File: src/rtl/pla_vector_sequencer.sv
// Exhaustive vector driver and ones-count/MISR collector around a single-output PLA netlist.
// Define PLA_SEQ_LFSR_EN to source vectors from a maximal-length LFSR instead of a binary counter.
module pla_vector_sequencer #(
  parameter int unsigned         N_IN     = 19,
  parameter int unsigned         DUT_LAT  = 0,
  parameter int unsigned         SIG_W    = 16,
  parameter logic [SIG_W-1:0]    SIG_POLY = 16'h1021,
  parameter logic [SIG_W-1:0]    SIG_SEED = 16'hFFFF
) (
  input  logic              clk,
  input  logic              rst,
  input  logic              start,
  input  logic              hold,
  output logic [N_IN-1:0]   x_out,
  output logic              x_valid,
  input  logic              y_in,
  output logic              busy,
  output logic              done,
  output logic [N_IN:0]     ones_count,
  output logic [SIG_W-1:0]  signature
);

  typedef enum logic [1:0] {StIdle, StRun, StDrain, StDone} state_e;

  localparam int unsigned DW = (DUT_LAT > 0) ? $clog2(DUT_LAT + 1) : 1;
  localparam logic [DW-1:0] DRAIN_LAST = DW'((DUT_LAT > 0) ? DUT_LAT - 1 : 0);

  state_e             state_q, state_d;
  logic [N_IN-1:0]    x_q, x_d, vec_next, vec_first;
  logic               x_valid_q, x_valid_d, vec_last;
  logic [N_IN:0]      ones_q, ones_d;
  logic [SIG_W-1:0]   sig_q, sig_d;
  logic [DW-1:0]      drain_q, drain_d;
  logic               sample_en, start_fire;

`ifdef PLA_SEQ_LFSR_EN
  if (N_IN < 4 || N_IN > 24) begin : g_bad_width
    $error("pla_vector_sequencer: LFSR tap table covers N_IN 4..24 only");
  end

  function automatic logic [23:0] tap_mask(input int unsigned n);
    unique case (n)
      4:       return 24'h00000C;
      5:       return 24'h000014;
      6:       return 24'h000030;
      7:       return 24'h000060;
      8:       return 24'h0000B8;
      9:       return 24'h000110;
      10:      return 24'h000240;
      11:      return 24'h000500;
      12:      return 24'h000829;
      13:      return 24'h00100D;
      14:      return 24'h002015;
      15:      return 24'h006000;
      16:      return 24'h00D008;
      17:      return 24'h012000;
      18:      return 24'h020400;
      19:      return 24'h040023;
      20:      return 24'h090000;
      21:      return 24'h140000;
      22:      return 24'h300000;
      23:      return 24'h420000;
      24:      return 24'hE10000;
      default: return 24'h000000;
    endcase
  endfunction

  localparam logic [23:0] TAP_MASK = tap_mask(N_IN);

  logic [N_IN-1:0] lfsr_next;
  always_comb begin
    lfsr_next = {x_q[N_IN-2:0], ^(x_q & TAP_MASK[N_IN-1:0])};
    // Returning to the seed means all nonzero states were issued; emit zero as the last vector.
    vec_next  = (lfsr_next == N_IN'(1)) ? '0 : lfsr_next;
    vec_first = N_IN'(1);
    vec_last  = (x_q == '0);
  end
`else
  always_comb begin
    vec_next  = x_q + N_IN'(1);
    vec_first = '0;
    vec_last  = &x_q;
  end
`endif

  assign start_fire = start && (state_q == StIdle || state_q == StDone);

  if (DUT_LAT == 0) begin : g_no_lat
    assign sample_en = x_valid_q;
  end else begin : g_lat
    logic [DUT_LAT-1:0] valid_q, valid_d;
    always_comb begin
      valid_d    = valid_q;
      valid_d[0] = x_valid_q;
      for (int i = 1; i < int'(DUT_LAT); i++) valid_d[i] = valid_q[i-1];
    end
    always_ff @(posedge clk) begin
      if (rst || start_fire) valid_q <= '0;
      else if (!hold)        valid_q <= valid_d;
    end
    assign sample_en = valid_q[DUT_LAT-1];
  end

  always_comb begin
    state_d   = state_q;
    x_d       = x_q;
    x_valid_d = x_valid_q;
    ones_d    = ones_q;
    sig_d     = sig_q;
    drain_d   = drain_q;
    if ((state_q == StRun || state_q == StDrain) && sample_en && !hold) begin
      ones_d = ones_q + (N_IN+1)'(y_in);
      sig_d  = {sig_q[SIG_W-2:0], 1'b0} ^ (sig_q[SIG_W-1] ? SIG_POLY : '0)
             ^ {{(SIG_W-1){1'b0}}, y_in};
    end
    unique case (state_q)
      StIdle, StDone: begin
        if (start) begin
          state_d   = StRun;
          x_d       = vec_first;
          x_valid_d = 1'b1;
          ones_d    = '0;
          sig_d     = SIG_SEED;
          drain_d   = '0;
        end
      end
      StRun: begin
        if (!hold) begin
          if (vec_last) begin
            x_valid_d = 1'b0;
            state_d   = (DUT_LAT > 0) ? StDrain : StDone;
          end else begin
            x_d = vec_next;
          end
        end
      end
      StDrain: begin
        if (!hold) begin
          drain_d = drain_q + DW'(1);
          if (drain_q == DRAIN_LAST) state_d = StDone;
        end
      end
      default: state_d = StIdle;
    endcase
  end

  always_ff @(posedge clk) begin
    if (rst) begin
      state_q   <= StIdle;
      x_q       <= '0;
      x_valid_q <= 1'b0;
      ones_q    <= '0;
      sig_q     <= '0;
      drain_q   <= '0;
    end else begin
      state_q   <= state_d;
      x_q       <= x_d;
      x_valid_q <= x_valid_d;
      ones_q    <= ones_d;
      sig_q     <= sig_d;
      drain_q   <= drain_d;
    end
  end

  assign x_out      = x_q;
  assign x_valid    = x_valid_q;
  assign busy       = (state_q == StRun) || (state_q == StDrain);
  assign done       = (state_q == StDone);
  assign ones_count = ones_q;
  assign signature  = sig_q;

endmodule

File: config.mk
export PLATFORM = sky130hd
export DESIGN_NAME = pla_vector_sequencer
export DESIGN_NICKNAME = d
export VERILOG_FILES = /design/src/rtl/pla_vector_sequencer.sv
export SDC_FILE = /design/constraint.sdc
export NUM_CORES = 1
export LEC_CHECK = 0
export BUFFER_PORTS_ARGS = -buffer_cell sky130_fd_sc_hd__buf_2
export CORE_MARGIN = 2
export CORE_UTILIZATION = 43
export CTS_CLUSTER_DIAMETER = 100
export DETAILED_ROUTE_END_ITERATION = 8
export PLACE_DENSITY = 0.68
export SYNTH_ARGS = -nofsm -noshare
export SYNTH_HDL_FRONTEND = slang
export SYNTH_SLANG_ARGS = --single-unit
File: constraint.sdc
create_clock -name clk -period 2.3 [get_ports clk]
set_input_delay 0.23 -clock clk [delete_from_list [all_inputs] [get_ports clk]]
set_output_delay 0.23 -clock clk [all_outputs]
set_load 0.02 [all_outputs]
# After elaboration in Yosys (flattened, before gate mapping)
# Cells that the tools add are included.
op_classes:
  addsub: 3
  div: 0
  n_lt_le_gt_ge: 0
  n_reduce_logical: 13
  bitwise_logic: 2
  shifts: 0
  multipliers: 0
  mux: 24
  eq_ne: 9
ops:
  columns: ["cell", "count"]
  rows:
  - ["20-bit 2-to-1 mux", 3]
  - ["19-bit 2-to-1 mux", 3]
  - ["16-bit 2-to-1 mux", 3]
  - ["19-bit case mux with 2 select lines", 1]
  - ["20-bit by 1-bit adder with 20-bit output", 1]
  - ["19-bit by 1-bit adder with 19-bit output (second input constant)", 1]
  - ["19-bit AND reduction", 1]
  - ["16-bit by 1-bit bitwise XOR with 16-bit output", 1]
  - ["16-bit by 13-bit bitwise XOR with 16-bit output", 1]
  - ["13-bit 2-to-1 mux", 1]
  - ["2-bit != test (second input constant)", 6]
  - ["2-bit 2-to-1 mux", 5]
  - ["4-bit AND reduction", 2]
  - ["2-bit case mux with 3 select lines", 1]
  - ["1-bit 2-to-1 mux", 5]
  - ["5-bit AND reduction", 1]
  - ["2-bit equality test (second input constant)", 2]
  - ["1-bit case mux with 2 select lines", 2]
  - ["2-bit nonzero test", 2]
  - ["3-bit AND reduction", 1]
  - ["2-bit by 1-bit equality test with 1-bit output (second input constant)", 1]
  - ["1-bit logical AND", 2]
  - ["2-bit logical NOT", 1]
  - ["2-bit OR reduction", 1]
  - ["other kinds (3)", 3]
totals:
  inputBits: 5
  register_bits: 59
  latchBits: 0
  mem_count: 0
  mem_bits_rw: 0
  word_cells: 57
  rom_bits: 0
  output_inout_bits: 58

# Logic depth before layout (Yosys ltp)
# Gate-level depths: netlist (run 1).
logic_depth:
  word_depth: 7
  depth_mapped: 9

# Worst setup path after synthesis (run 1)
# No wires, ideal clock.
synth_path:
  path_type: "flip-flop to flip-flop"
  start: "reg x_q[0], in the netlist x_out[0]"
  end: "reg state_q[1]"
  required_ps: 2179
  slack_ps: 92
  synth_period_minus_slack_ps: 2208
  arrival_ps: 2087
  stages_incl_launch_ff: 7
  path_buffers: 0
  setup_ps: 121
  path_cell_list: "dfxtp_1 ha_1 nand3_2 nor4_4 a21oi_2 a211o_2 mux2_4"
synth_between:
  elab_chain_cells: 3
synth_rtl:
  columns: ["element", "line_no", "text"]
  rows:
  - ["start: declaration", "29", "logic [N_IN-1:0] x_q, x_d, vec_next, vec_first;"]
  - ["start signal: assignment", "150", "x_q <= '0;"]
  - ["start signal: assignment", "157", "x_q <= x_d;"]
  - ["19-bit AND reduction", "82", "vec_last = &x_q;"]
  - ["2-bit != test (no line)", null, null]
  - ["5-bit AND reduction (no line)", null, null]
  - ["end signal: assignment", "149", "state_q <= StIdle;"]
  - ["end signal: assignment", "156", "state_q <= state_d;"]
  - ["end: declaration", "28", "state_e state_q, state_d;"]
# Every way passes these cells.
# A chain may end at the register's enable or synchronous reset.

# Worst setup path after layout (run 1)
layout_path:
  start: "reg state_q[0]"
  end: "reg x_q[9], in the netlist x_out[9]"
layout_between:
  elab_chain_cells: 4
  word_cells_on_any_way: 10
  classes_between: "eq/ne (5); mux (1); reduce/logical (4)"
layout_rtl:
  columns: ["element", "line_no", "text"]
  rows:
  - ["2-bit equality test or 2-bit logical NOT (tied branches)", "116", "unique case (state_q)"]
  - ["2-bit OR reduction", "116", null]
  - ["2-bit != test (no line) or 2-bit nonzero test (tied branches)", null, null]
  - ["4-bit AND reduction (no line)", null, null]
# Parallel ways exist; a longest one is shown, timed or not.

==> results of run 1 <==
-- power groups by stage --
stage          logic [µW]  clock network [µW]  registers (µW)
3_5_place_dp         1310                   0            1310
2_1_floorplan         774                   0            1440
3_3_place_gp         1290                   0            1300
5_1_grt              1460                1140            1310
4_1_cts              1310                1100            1290
6_report             1330                1090            1290
-- synthesized netlist by cell type, drive strengths merged (3+ instances only) --
master	instances
nand3b	3
and2	4
nand3	16
a211oi	3
xnor2	9
ha	6
nand2b	4
o21ai	15
nor4	4
inv	8
a31oi	3
nand2	29
clkbuf	10
nor3	34
xor2	13
nand4	14
a21oi	21
buf	7
or3	7
dfxtp	59
and4	5
nor2	50
-- worst paths after layout --
check                       from        endpoint  slack [ps]
setup / recovery      state_q[0]        x_out[9]         120
hold reg to reg   ones_count[19]  ones_count[19]         510
hold / removal               rst         x_valid         110
setup reg to reg      state_q[0]        x_out[9]         120
-- repair_timing --
item	4_1_cts	5_1_grt
setup endpoints to repair	0	4
hold buffers	0	0
hold endpoints to repair	0	0
gates resized for setup	0	2
buffers inserted	0	2
-- worst max-delay path, cell delays in order, from the launching register on --
cell     delay (ps)
dfxtp_1         370
inv_1            70
ha_1            360
nor2b_1         170
or3_1           400
a21oi_4         220
or4b_1          450
o21ai_1          80
-- final cells by class --
type                    count  area [µm²]  area share, %
well taps                  77        96.3           2.70
clock inverters             4        72.6           2.04
multi-input cells         265        1560           43.8
inverters                   8        30.0          0.842
repair buffers             83         468           13.1
clock buffers              12         155           4.35
flip-flops and latches     59        1180           33.1
-- through the flow --
stage                     power, µW  cells
after floorplan                2210    349
after global placement         2600    490
final                          3700    508
after global routing           3910    508
after CTS                      3700    506
after detailed placement       2620    490
-- cells by family (layout without fill, tap and decap cells) --
logic type / after synthesis / count (layout) / share of synthesized area, %
mux: 2 / 2 / 0.878
fa+ha+maj: 6 / 6 / 2.63
simple gates: 180 / 180 / 32.3
buf+inv: 25 / 107 / 4.00
xor+xnor: 22 / 22 / 6.76
flops: 59 / 59 / 41.5
compound gates: 55 / 55 / 11.9
-- sequential cells by signal, summed over array words and instances, names as in the netlist --
| signal | cells |
|---|---|
| x_valid | 1 |
| ones_count | 20 |
| state_q | 2 |
| signature | 16 |
| x_out | 19 |
| drain_q | 1 |
-- cells in the final DEF (no fill, tap or decap), types with 4 or more instances in the layout --
| cell type | instances |
|---|---|
| a21oi_1 | 19 |
| and2_1 | 4 |
| buf_2 | 62 |
| buf_4 | 21 |
| clkbuf_8 | 11 |
| dfxtp_1 | 59 |
| ha_1 | 6 |
| inv_1 | 8 |
| nand2_1 | 29 |
| nand2b_1 | 4 |
| nand3_1 | 15 |
| nand4_1 | 14 |
| nor2_1 | 50 |
| nor3_1 | 34 |
| o21ai_0 | 13 |
| or3_1 | 7 |
| xnor2_1 | 9 |
| xor2_1 | 13 |
-- per-layer routing --
layer	wire, µm	track usage [%]	part of all wire, %
met3	308	4.18	4.4
met1	3480	27.8	50
met2	3080	29.5	44
met5	0	0	0
met4	115	7.94	1.6
==> impl_metrics.csv, run 1 <==
group,metric,value,unit
sta,rsz0062_at_grt,"no",
clocking,clkTransAtPathRegs,70,ps
synthesis,ys_warn_count,0,
setup_path,endpoint_kind,"flop",
routing,wire_per_inst,13.8,µm
synthesis,yosys.area.top_type,"dfxtp_1",
floorplan,die_y,85.4,µm
sta,finalSetupViolCount,0,
power,cellLeakagePower,0.00150,µW
finish,num-fill-cells,595,
job,cap_violations,0,
sta,fin_worst_skew,4.27,ps
setup_path,worstPathRequired,2580,ps
floorplan,die_area,0.00729,mm²
synthesis,synth.area.top_cells,"dfxtp_1, nor2_1, nor3_1",
finish,drive_gt1_share,25.1,%
synthesis,yosysSeqAreaShare,41.5,%
floorplan,die_x,85.4,µm
clocking,clk_path_buf_depth,2,
synthesis,syn_area_per_cell,8.16,µm²
synthesis,synth_cells,349,
global_route,grt_start_max_net_pins,36,
global_route,gr-total-overflow,0,
sta,fin_setup_tns,0,ps
setup_path,worstPathMaxFanout,6,
power,sequentialPowerShare,34.7,%
floorplan,core.rowCount,29,
routing,drc,0,
synthesis,ys.flop_type,"dfxtp_1",
global_route,grt_usage,19.8,%
sta,holdWs,107,ps
synthesis,syn_area,0.00285,mm²
routing,first_pass_iters,4,
routing,via_per_inst,5.43,
setup_path,start_kind,"flop",
sta,hold_viol_final,0,
synthesis,synthArstFlopShare,0,%
placed_design,routabilityCongestion,0.830,
synthesis,yosysUniqueCellTypes,51,
power,irDropWorstVdd,0.000630,V
synthesis,ys_seq_elements,59,
setup_path,path_class,"flop to flop",
power,powerDensity,1040,mW/mm²
finish,final_area,0.00357,mm²
routing,routed_wirelength,6.99,mm
power,power.share.combinational,35.9,%
global_route,grt_pass1_vias,2486,
finish,area_growth,25.2,%
sta,fin_ws,123,ps
power,p_sw_share,36.7,%
sta,clock.fmax,459,MHz
clocking,cts_buffers,9,
clocking,cts_tree,"done",
finish,fin_util,55.8,%
routing,drtIter0Drc,157,
floorplan,core,0.00639,mm²
placed_design,placed_area,0.00331,mm²
finish,finalNetCount,437,
clocking,clock_latency,340,ps
placed_design,hpwl,4.94,mm
power,switchingPower,1360,µW
placed_design,portBuffers,62,
clocking,htree_levels,3,
sta,fin_crit_sh,94.6,%
global_route,antenna_found_initial,0,
sta,drv_slew,0,
clocking,cts_root_buffer,"clkbuf_8",
routing,ant_nets,0,
sta,post-route-min-period,2180,ps
min_path,holdPathStages,2,
global_route,grt_first_pass_wirelength,11.6,mm
finish,n_antenna_cell,0,
placed_design,pre_cts_ws,69.4,ps
power,p_clk_share,29.3,%
power,internal_power,2340,µW
setup_path,worstPathArrival,2450,ps
synthesis,synth_top_area_share,41.5,%
sta,slew_headroom,52.8,%
routing,vias,2759,
synthesis,synth_fp_nets,360,
sta,tightestPinTransition,707,ps
floorplan,io-pin-count,63,
status,outcome,"finished clean",
setup_path,reg2reg_depth,7,
clocking,clock_sinks,59,
synthesis,synth_edf_count,0,
min_path,hp-class,"input port to flop",
floorplan,initial_core_util,44.6,%
Note: power is estimated with default switching activity, not from simulation.
==> inputs of run 2 (changes only) <==
--- a/config.mk
+++ b/config.mk
@@ -12,3 +12,3 @@
 export DETAILED_ROUTE_END_ITERATION = 8
-export PLACE_DENSITY = 0.68
+export PLACE_DENSITY = 0.7
 export SYNTH_ARGS = -nofsm -noshare
==> constraint.sdc (replaced) <==
create_clock -name clk -period 2 [get_ports clk]
set_input_delay 0.4 -clock clk [delete_from_list [all_inputs] [get_ports clk]]
set_output_delay 0.4 -clock clk [all_outputs]
set_load 0.02 [all_outputs]
==> impl_metrics.csv, run 2 (same netlist as run 1, synthesis figures left out) <==
group,metric,value,unit
sta,tightestPinTransition,452,ps
placed_design,hpwl,5.39,mm
sta,fin_setup_tns,0,ps
setup_path,slowest_stage,"or4b_1",
setup_path,worstPathRequired,2280,ps
floorplan,die_area,0.00729,mm²
finish,num-fill-cells,592,
min_path,holdPathStages,2,
routing,drtIter0Drc,119,
clocking,cts_root_buffer,"clkbuf_8",
setup_path,path_cells,"inv_1, ha_2, inv_2, buf_4, or3_4, a21oi_4, or4b_1, o21ai_1",
finish,seqCellArea,0.00119,mm²
setup_path,r2r-start,"state_q[1]",
sta,hold_viol_final,0,
routing,routed.top_layer,"met4",
clocking,clock_latency,340,ps
min_path,min_from,"rst",
sta,post-route-min-period,1940,ps
setup_path,worstPathMaxFanout,4,
finish,finalNetCount,458,
job,cap_violations,0,
finish,n_antenna_cell,0,
clocking,cts_tree,"done",
clocking,cts_buffers,9,
finish,mostFrequentLayoutCell,"buf_2",
finish,final_area,0.00376,mm²
sta,fin_worst_skew,10.8,ps
setup_path,worstPathArrival,2210,ps
floorplan,initial_core_util,44.6,%
sta,finalSetupViolCount,0,
placed_design,routabilityCongestion,0.898,
routing,wl_met1,3.63,mm
floorplan,die_x,85.4,µm
power,p_sw_share,37.1,%
setup_path,cp_top_family,"simple AND/OR/NAND/NOR gates",
routing,ant_nets,0,
routing,wire_per_inst,14.3,µm
setup_path,r2r_slack,60,ps
floorplan,core,0.00639,mm²
global_route,antenna_found_initial,0,
setup_path,cpPeakStageDelay,440,ps
global_route,grt_first_pass_wirelength,12.0,mm
power,sequentialPowerShare,33.9,%
global_route,grt_usage,20.5,%
power,cellLeakagePower,0.00160,µW
setup_path,path_class,"flop to flop",
routing,drc,0,
power,powerDensity,1170,mW/mm²
finish,layout_common_cells,"buf_2, dfxtp_1, nor2_1",
min_path,min_to,"x_out[14]",
sta,slew_headroom,69.8,%
floorplan,die_y,85.4,µm
floorplan,io-pin-count,63,
routing,vias,2855,
routing,routed_wirelength,7.55,mm
clocking,htree_levels,3,
clocking,clkTransAtPathRegs,70,ps
global_route,grt_start_max_net_pins,22,
clocking,clk_path_buf_depth,2,
floorplan,core.rowCount,29,
clocking,holdBufCountCts,0,
routing,wl_met3,312,µm
finish,largest_register_ff_count,20,
setup_path,reg2reg_depth,8,
setup_path,worst_r2r_endpoint,"x_out[9]",
power,p_clk_share,26.9,%
global_route,gr-total-overflow,0,
sta,fin_crit_sh,96.9,%
routing,first_pass_iters,4,
status,outcome,"finished clean",
global_route,grt_pass1_vias,2648,
sta,drv_slew,0,
power,power.share.combinational,39.3,%
power,switchingPower,1630,µW
routing,routed-wl-met2,3.43,mm
routing,via_per_inst,5.40,
clocking,clock_sinks,59,
placed_design,portBuffers,62,
setup_path,endpoint_kind,"flop",
finish,multi_input_area,0.00160,mm²
sta,clock.fmax,516,MHz
min_path,hp-class,"input port to flop",
setup_path,cp_num_buf_inv,3,
finish,area_growth,31.9,%
power,irDropWorstVdd,0.000645,V
setup_path,start_kind,"flop",
finish,drive_gt1_share,31.4,%
placed_design,placed_area,0.00350,mm²
power,internal_power,2760,µW
run 2: repair_timing:
action / 4_1_cts / 5_1_grt
gates resized for setup: 3 / 8
endpoints found under the setup margin: 9 / 11
pin swaps: 1 / 7
setup buffers: 0 / 1
run 2: cell type report:
cell class	count	area share, %
Sequential cell	59	31.7
Multi-Input combinational cell	265	42.4
Tap cell	77	2.56
Clock buffer	11	3.50
Clock inverter	5	2.06
Timing Repair Buffer	104	17.0
Inverter	8	0.799
run 2: power groups by stage:
stage | Clock, µW | Sequential (µW) | Combinational, µW
after global placement | 0 | 1490 | 1630
after floorplan | 0 | 1650 | 890
after global routing | 1250 | 1510 | 1880
after CTS | 1200 | 1480 | 1690
final | 1180 | 1490 | 1720
after detailed placement | 0 | 1500 | 1640
run 2: how the worst max path moves through the flow:
stage,cells after the start,end,slack (ps),startpoint
after CTS,9,x_out[8],20,state_q[1]
after global routing,8,x_out[9],-20,state_q[1]
after floorplan,5,state_q[1],6,x_out[10]
after detailed placement,8,ones_count[16],-30,state_q[0]
after global placement,8,ones_count[16],-10,state_q[0]
final,8,x_out[9],60,state_q[1]
run 2: stage by stage:
step	std cells	hold WS (ps)	utilization (%)	power, µW	worst slack (ps)
floorplan	349	473	-	2540	5.84
global placement	512	482	54.8	3120	-13.4
detailed placement	512	489	54.8	3140	-30.2
CTS	528	347	58.4	4360	20.7
global route	529	358	58.9	4640	-23.3
finish	529	359	58.9	4390	62.6
run 2: worst reg2reg max path, stage by stage (launching register included):
cell and delay [ps]:
dfxtp_2 340, inv_1 80, ha_2 200, inv_2 50, buf_4 130, or3_4 400
a21oi_4 150, or4b_1 440, o21ai_1 80
run 2: routing by layer:
| layer | GRT usage, % | vias to the layer above |
|---|---|---|
| li1 | - | 1442 |
| met5 | 0 | - |
| met1 | 26.8 | 1328 |
| met3 | 5.06 | 15 |
| met4 | 9.09 | 0 |
| met2 | 32.0 | 70 |
